<file path="config.mk">
export PLATFORM = sky130hd
export DESIGN_NAME = muldiv_unit
export DESIGN_NICKNAME = d
export VERILOG_FILES = /design/src/rtl/riscv_defines.sv /design/src/rtl/muldiv_div_step.sv /design/src/rtl/muldiv_unit.sv
export SDC_FILE = /design/constraint.sdc
export NUM_CORES = 2
export LEC_CHECK = 0
export CAP_MARGIN = 15
export CORE_MARGIN = 3
export CORE_UTILIZATION = 40
export CTS_CLUSTER_DIAMETER = 50
export DETAILED_ROUTE_END_ITERATION = 12
export DONT_BUFFER_PORTS = 1
export HOLD_SLACK_MARGIN = 0.12
export PLACE_DENSITY = 0.56
export SYNTH_ARGS = -nofsm -noshare
export SYNTH_HDL_FRONTEND = slang
export SYNTH_SLANG_ARGS = --single-unit
</file>
<file path="constraint.sdc">
create_clock -name clk -period 7.6 [get_ports clk]
set_clock_uncertainty 0.15 [all_clocks]
set_input_delay 1.9 -clock clk [delete_from_list [all_inputs] [get_ports clk]]
set_output_delay 1.9 -clock clk [all_outputs]
set_load 0.02 [all_outputs]
</file>
<file path="src/rtl/riscv_defines.sv">
// riscv_defines: shared RV M-extension operation and muldiv FSM state types.
package riscv_defines;

    typedef enum logic [2:0] {
        MD_MUL    = 3'd0,
        MD_MULH   = 3'd1,
        MD_MULHSU = 3'd2,
        MD_MULHU  = 3'd3,
        MD_DIV    = 3'd4,
        MD_DIVU   = 3'd5,
        MD_REM    = 3'd6,
        MD_REMU   = 3'd7
    } muldiv_op_t;

    typedef enum logic [2:0] {
        IDLE = 3'd0,
        MUL  = 3'd1,
        DIV  = 3'd2,
        FIX  = 3'd3,
        DONE = 3'd4
    } muldiv_state_t;

endpackage

</file>
<file path="src/rtl/muldiv_div_step.sv">
// muldiv_div_step: one combinational restoring-division step on magnitudes.
module muldiv_div_step #(
    parameter int XLEN = 32
) (
    input  logic [XLEN-1:0] rem,
    input  logic [XLEN-1:0] quo,
    input  logic [XLEN-1:0] dvs,
    output logic [XLEN-1:0] rem_n,
    output logic [XLEN-1:0] quo_n
);
    logic [XLEN:0] sh;
    logic [XLEN:0] df;

    // quo shifts the dividend out at the top while quotient bits enter at the bottom
    assign sh    = {rem, quo[XLEN-1]};
    assign df    = sh - {1'b0, dvs};
    assign rem_n = df[XLEN] ? sh[XLEN-1:0] : df[XLEN-1:0];
    assign quo_n = {quo[XLEN-2:0], ~df[XLEN]};

endmodule

</file>
<file path="src/rtl/muldiv_unit.sv">
// muldiv_unit: multi-cycle RV32M/RV64M multiply/divide unit with valid/ready handshakes.
module muldiv_unit
    import riscv_defines::*;
#(
    parameter int XLEN        = 32,
    parameter int MUL_LATENCY = 2,
    parameter int TAG_W       = 5
) (
    input  logic             clk,
    input  logic             rst_n,
    input  logic             valid_i,
    output logic             ready_o,
    input  logic [2:0]       op_i,
    input  logic [XLEN-1:0]  a_i,
    input  logic [XLEN-1:0]  b_i,
    input  logic [TAG_W-1:0] tag_i,
    input  logic             flush_i,
    output logic             valid_o,
    input  logic             ready_i,
    output logic [XLEN-1:0]  result_o,
    output logic [TAG_W-1:0] tag_o
);
    localparam int CW0 = $clog2(XLEN + 1) > 6 ? $clog2(XLEN + 1) : 6;
    localparam int CW  = $clog2(MUL_LATENCY + 1) > CW0 ? $clog2(MUL_LATENCY + 1) : CW0;
    localparam logic [XLEN-1:0] MIN = {1'b1, {(XLEN-1){1'b0}}};

    muldiv_state_t     state;
    muldiv_op_t        op;
    logic [CW-1:0]     cnt;
    logic [2*XLEN-1:0] prod;
    logic [2*XLEN-1:0] ea;
    logic [2*XLEN-1:0] eb;
    logic [2*XLEN-1:0] mp;
    logic [XLEN-1:0]   rem;
    logic [XLEN-1:0]   quo;
    logic [XLEN-1:0]   dvs;
    logic [XLEN-1:0]   rem_n;
    logic [XLEN-1:0]   quo_n;
    logic [XLEN-1:0]   special;
    logic              neg_q;
    logic              neg_r;
    logic              dsg;
    logic              na;
    logic              nb;
    logic              dz;
    logic              ovf;

    function automatic logic [XLEN-1:0] pick(input logic lo, input logic [2*XLEN-1:0] p);
        return lo ? p[XLEN-1:0] : p[2*XLEN-1:XLEN];
    endfunction

    assign ready_o = state == IDLE;
    // MULHU is the only op with unsigned rs1; only MUL/MULH treat rs2 as signed
    assign ea      = {{XLEN{(op_i[1:0] != 2'b11) & a_i[XLEN-1]}}, a_i};
    assign eb      = {{XLEN{~op_i[1] & b_i[XLEN-1]}}, b_i};
    assign mp      = ea * eb;
    assign dsg     = ~op_i[0];
    assign na      = dsg & a_i[XLEN-1];
    assign nb      = dsg & b_i[XLEN-1];
    assign dz      = b_i == '0;
    assign ovf     = dsg && a_i == MIN && b_i == '1;
    assign special = dz ? (op_i[1] ? a_i : '1) : (op_i[1] ? '0 : MIN);

    muldiv_div_step #(.XLEN(XLEN)) u_step (
        .rem   (rem),
        .quo   (quo),
        .dvs   (dvs),
        .rem_n (rem_n),
        .quo_n (quo_n)
    );

    always_ff @(posedge clk or negedge rst_n) begin
        if (!rst_n) begin
            state    <= IDLE;
            op       <= MD_MUL;
            cnt      <= '0;
            prod     <= '0;
            rem      <= '0;
            quo      <= '0;
            dvs      <= '0;
            neg_q    <= 1'b0;
            neg_r    <= 1'b0;
            valid_o  <= 1'b0;
            result_o <= '0;
            tag_o    <= '0;
        end else if (flush_i) begin
            state   <= IDLE;
            valid_o <= 1'b0;
        end else begin
            case (state)
                IDLE: if (valid_i) begin
                    op    <= muldiv_op_t'(op_i);
                    tag_o <= tag_i;
                    cnt   <= '0;
                    if (!op_i[2]) begin
                        prod <= mp;
                        if (MUL_LATENCY == 1) begin
                            result_o <= pick(op_i == MD_MUL, mp);
                            valid_o  <= 1'b1;
                            state    <= DONE;
                        end else begin
                            state <= MUL;
                        end
                    end else if (dz || ovf) begin
                        result_o <= special;
                        valid_o  <= 1'b1;
                        state    <= DONE;
                    end else begin
                        rem   <= '0;
                        quo   <= na ? -a_i : a_i;
                        dvs   <= nb ? -b_i : b_i;
                        neg_q <= na ^ nb;
                        neg_r <= na;
                        state <= DIV;
                    end
                end
                MUL: if (cnt == CW'(MUL_LATENCY - 2)) begin
                    result_o <= pick(op == MD_MUL, prod);
                    valid_o  <= 1'b1;
                    state    <= DONE;
                end else begin
                    cnt <= cnt + 1'b1;
                end
                DIV: begin
                    rem   <= rem_n;
                    quo   <= quo_n;
                    cnt   <= cnt + 1'b1;
                    state <= cnt == CW'(XLEN - 1) ? FIX : DIV;
                end
                FIX: begin
                    result_o <= op[1] ? (neg_r ? -rem : rem) : (neg_q ? -quo : quo);
                    valid_o  <= 1'b1;
                    state    <= DONE;
                end
                DONE: if (ready_i) begin
                    valid_o <= 1'b0;
                    state   <= IDLE;
                end
                default: state <= IDLE;
            endcase
        end
    end

endmodule

</file>
==> results.cfg <==
[drt]
initialDrtViolationCount = 3173
vias_per_cell = 5.31
detail-route-antenna-nets = 0
vias = 41344
post-route-drc-count = 0
drtPass1Iterations = 6
wire_per_inst_um = 21.9
finalWirelength_um = 170000

[global_routing]
antenna_found_initial = 6
grt_use_met2 = 0.415
grt_pass1_wl_um = 266000
grt.total_usage = 0.255
grt_max_degree = 213
grt_pass1_vias = 43696
use_met1 = 0.353
grt-busiest-layer = met2
use_met3 = 0.0471
overflow = 0

[critical_path]
arrival_ns = 8.96
critical_path_class = primary input to flip-flop
endpoint_kind = flip-flop
crit_family = adder cells
path_buf_inv = 9
critPathMaxStageDelay_ns = 0.61
cp.required_ns = 7.94
crit_top_cell = fa_1
cp-start-kind = primary input
cp_max_fo = 39
crit_path_top_delay_cell = fa_2

[finish]
drive_above_1_share = 0.135
fin_area_sq_um = 58900
syn2layout_area_growth_pct = 12.6
nets = 7470
final_util = 0.455

[die]
die_x_um = 368
die_y_um = 368
rows = 132
ios = 116
start_util = 0.404
dieArea_sq_um = 135000
core_area_sq_um = 130000

[place]
finalWeightedCongestion = 0.904
placed_area_sq_um = 56000
post-dp-hpwl_um = 125000
pre_cts_slack_ns = -1.76
io_buffers = 0

[sta]
fmax_mhz = 116
finalWorstSetupSlack_ns = -1.03
final_max_slew_viol_count = 0
rsz0062_at_grt = true
hold_violations = 0
finalCriticalPeriod_ns = 8.63
tightest_slew_ns = 1.17
fin_tns_setup_ns = -26.02
timing.slew.headroom = 0.221
setup_viol = 42
finalCritPeriodShare = 1.14

[clock_network]
cts.reportedPaths.clkPinSlew_ns = 0.06
insertion_delay_ns = 0.57
clockBufferDepth = 3
htree_levels = 2
clock-sinks = 212
clock-root-buffer = clkbuf_16
cts_tree = built
cts_made_buffers = 35
cts.hold.buffers_added = 0

[min_path]
hp-class = flip-flop to flip-flop

[synthesis]
syn_area_per_cell_sq_um = 8.74
synth_edf_count = 0
synth_warnings = 0
syn-num-nets = 7444
ys.flop_type = dfrtp_1
yosysSeqAreaShare = 0.101
synth_seq_cells = 212
ys_async_sr_fraction = 1.00
ys_types = 85
synthCells = 5990
syn-cell-area_sq_um = 52300

[job]
maxCapViolCount = 0

[run_status]
failed_checks = negative setup slack
status = finished with violations
metal layers:
layer / wire [um] / vias up
met5: 27 / -
met1: 72800 / 21506
met4: 5200 / 4
met2: 79700 / 1333
met3: 12700 / 269
li1: - / 18232
logic make-up (layout without fill, tap and decap cells):
| group | count (synthesis) | in the layout | synth area share |
|---|---|---|---|
| AOI/OAI and AO/OA | 765 | 765 | 0.0922 |
| other | 0 | 2 | 0 |
| DFF | 212 | 212 | 0.101 |
| muxes | 33 | 33 | 0.00645 |
| xor gates and xnor gates | 210 | 210 | 0.0351 |
| and+or+nand+nor | 1848 | 1848 | 0.162 |
| buffers and inverters | 1545 | 1597 | 0.112 |
| adders and majority gates | 1377 | 1377 | 0.491 |
layout make-up:
cell class / count / area [sq um]
repair buffers: 371 / 3060
clock buffers: 38 / 907
flip-flops and latches: 212 / 5310
fillers: 12620 / 70700
inverters: 1163 / 4380
multi-input cells: 4233 / 42900
clock inverters: 25 / 231
well taps: 1742 / 2180
diodes: 2 / 5.00
worst reg2reg max path, cell delays in order (launching register included):
cell and delay [ns]:
dfrtp_1 0.40, inv_1 0.11, ha_1 0.21, inv_1 0.07, fa_1 0.40, a21o_1 0.21
nand4_1 0.09, a21boi_1 0.15, o311ai_2 0.44, a31oi_1 0.18, nand3b_4 0.20, a211o_1 0.33
nand3_1 0.09, buf_4 0.37, and2_1 0.19, buf_4 0.34, o311ai_0 0.19
cell usage after synthesis, types with 31 or more instances:
library cell | count | area share
inv_1 | 1162 | 0.083
nor3_1 | 33 | 0.0032
xnor2_1 | 121 | 0.020
o31ai_1 | 40 | 0.0057
nand4_1 | 32 | 0.0038
xor2_1 | 89 | 0.015
nand2_1 | 1048 | 0.075
fa_1 | 1126 | 0.43
nor2_1 | 213 | 0.015
o21ai_0 | 212 | 0.020
a21o_1 | 57 | 0.0082
buf_1 | 67 | 0.0048
ha_1 | 251 | 0.060
a21oi_1 | 219 | 0.021
and2_1 | 323 | 0.039
clkbuf_1 | 292 | 0.021
nor2b_1 | 31 | 0.0037
dfrtp_1 | 212 | 0.10
nand3_1 | 32 | 0.0031
layout by cell type, fill, tap and decap left out, types with 27 or more instances in the layout:
cell type | synthesis | routed
buf_6 | 3 | 49
ha_1 | 251 | 212
fa_1 | 1126 | 1086
o31ai_1 | 40 | 39
a21oi_2 | 28 | 56
and2_1 | 323 | 301
nor2_1 | 213 | 206
o21ai_0 | 212 | 149
o211ai_1 | 29 | 29
mux2i_1 | 27 | 27
clkbuf_16 | 0 | 35
xor2_1 | 89 | 83
nor2b_1 | 31 | 30
inv_2 | 0 | 48
nand2_1 | 1048 | 1017
dfrtp_1 | 212 | 212
ha_4 | 0 | 37
a21o_1 | 57 | 57
o21ai_1 | 5 | 51
fa_2 | 0 | 40
nand4_1 | 32 | 32
xnor2_1 | 121 | 108
buf_4 | 4 | 313
inv_1 | 1162 | 1110
a21oi_1 | 219 | 184
nand3_1 | 32 | 28
stage by stage:
| stage | instances | hold slack, ns |
|---|---|---|
| final | 7786 | 0.325 |
| after global routing | 7785 | 0.342 |
| after CTS | 7763 | 0.327 |
| after detailed placement | 7671 | 0.312 |
| after global placement | 7671 | 0.307 |
| after floorplan | 5990 | 0.288 |
final timing paths:
kind,startpoint,endpoint,slack (ns),depth (start not counted)
max,a_i[31],prod[56],-1.03,29
min,prod[4],prod[4],0.33,2
max reg2reg,quo[31],rem[1],3.30,16
min reg2reg,prod[4],prod[4],0.33,2
max in group asynchronous,rst_n,dvs[13],5.89,0
min in group asynchronous,rst_n,result_o[15],0.88,0
flip-flops by register name (all words and copies together) (netlist names):
name,count
result_o,32
prod,64
op,3
cnt,6
tag_o,5
quo,32
neg_r,1
valid_o,1
neg_q,1
state,3
dvs,32
rem,32
what timing repair did:
action / in CTS / in global routing
setup buffers: 39 / 25
gates cloned: 0 / 0
endpoints found under the setup margin: 43 / 47
gates resized for setup: 216 / 113
pin swaps: 167 / 126
Power is left out: the tool's default activity adds up to more than one toggle a clock period on the data nets, which glitch-free logic cannot reach.
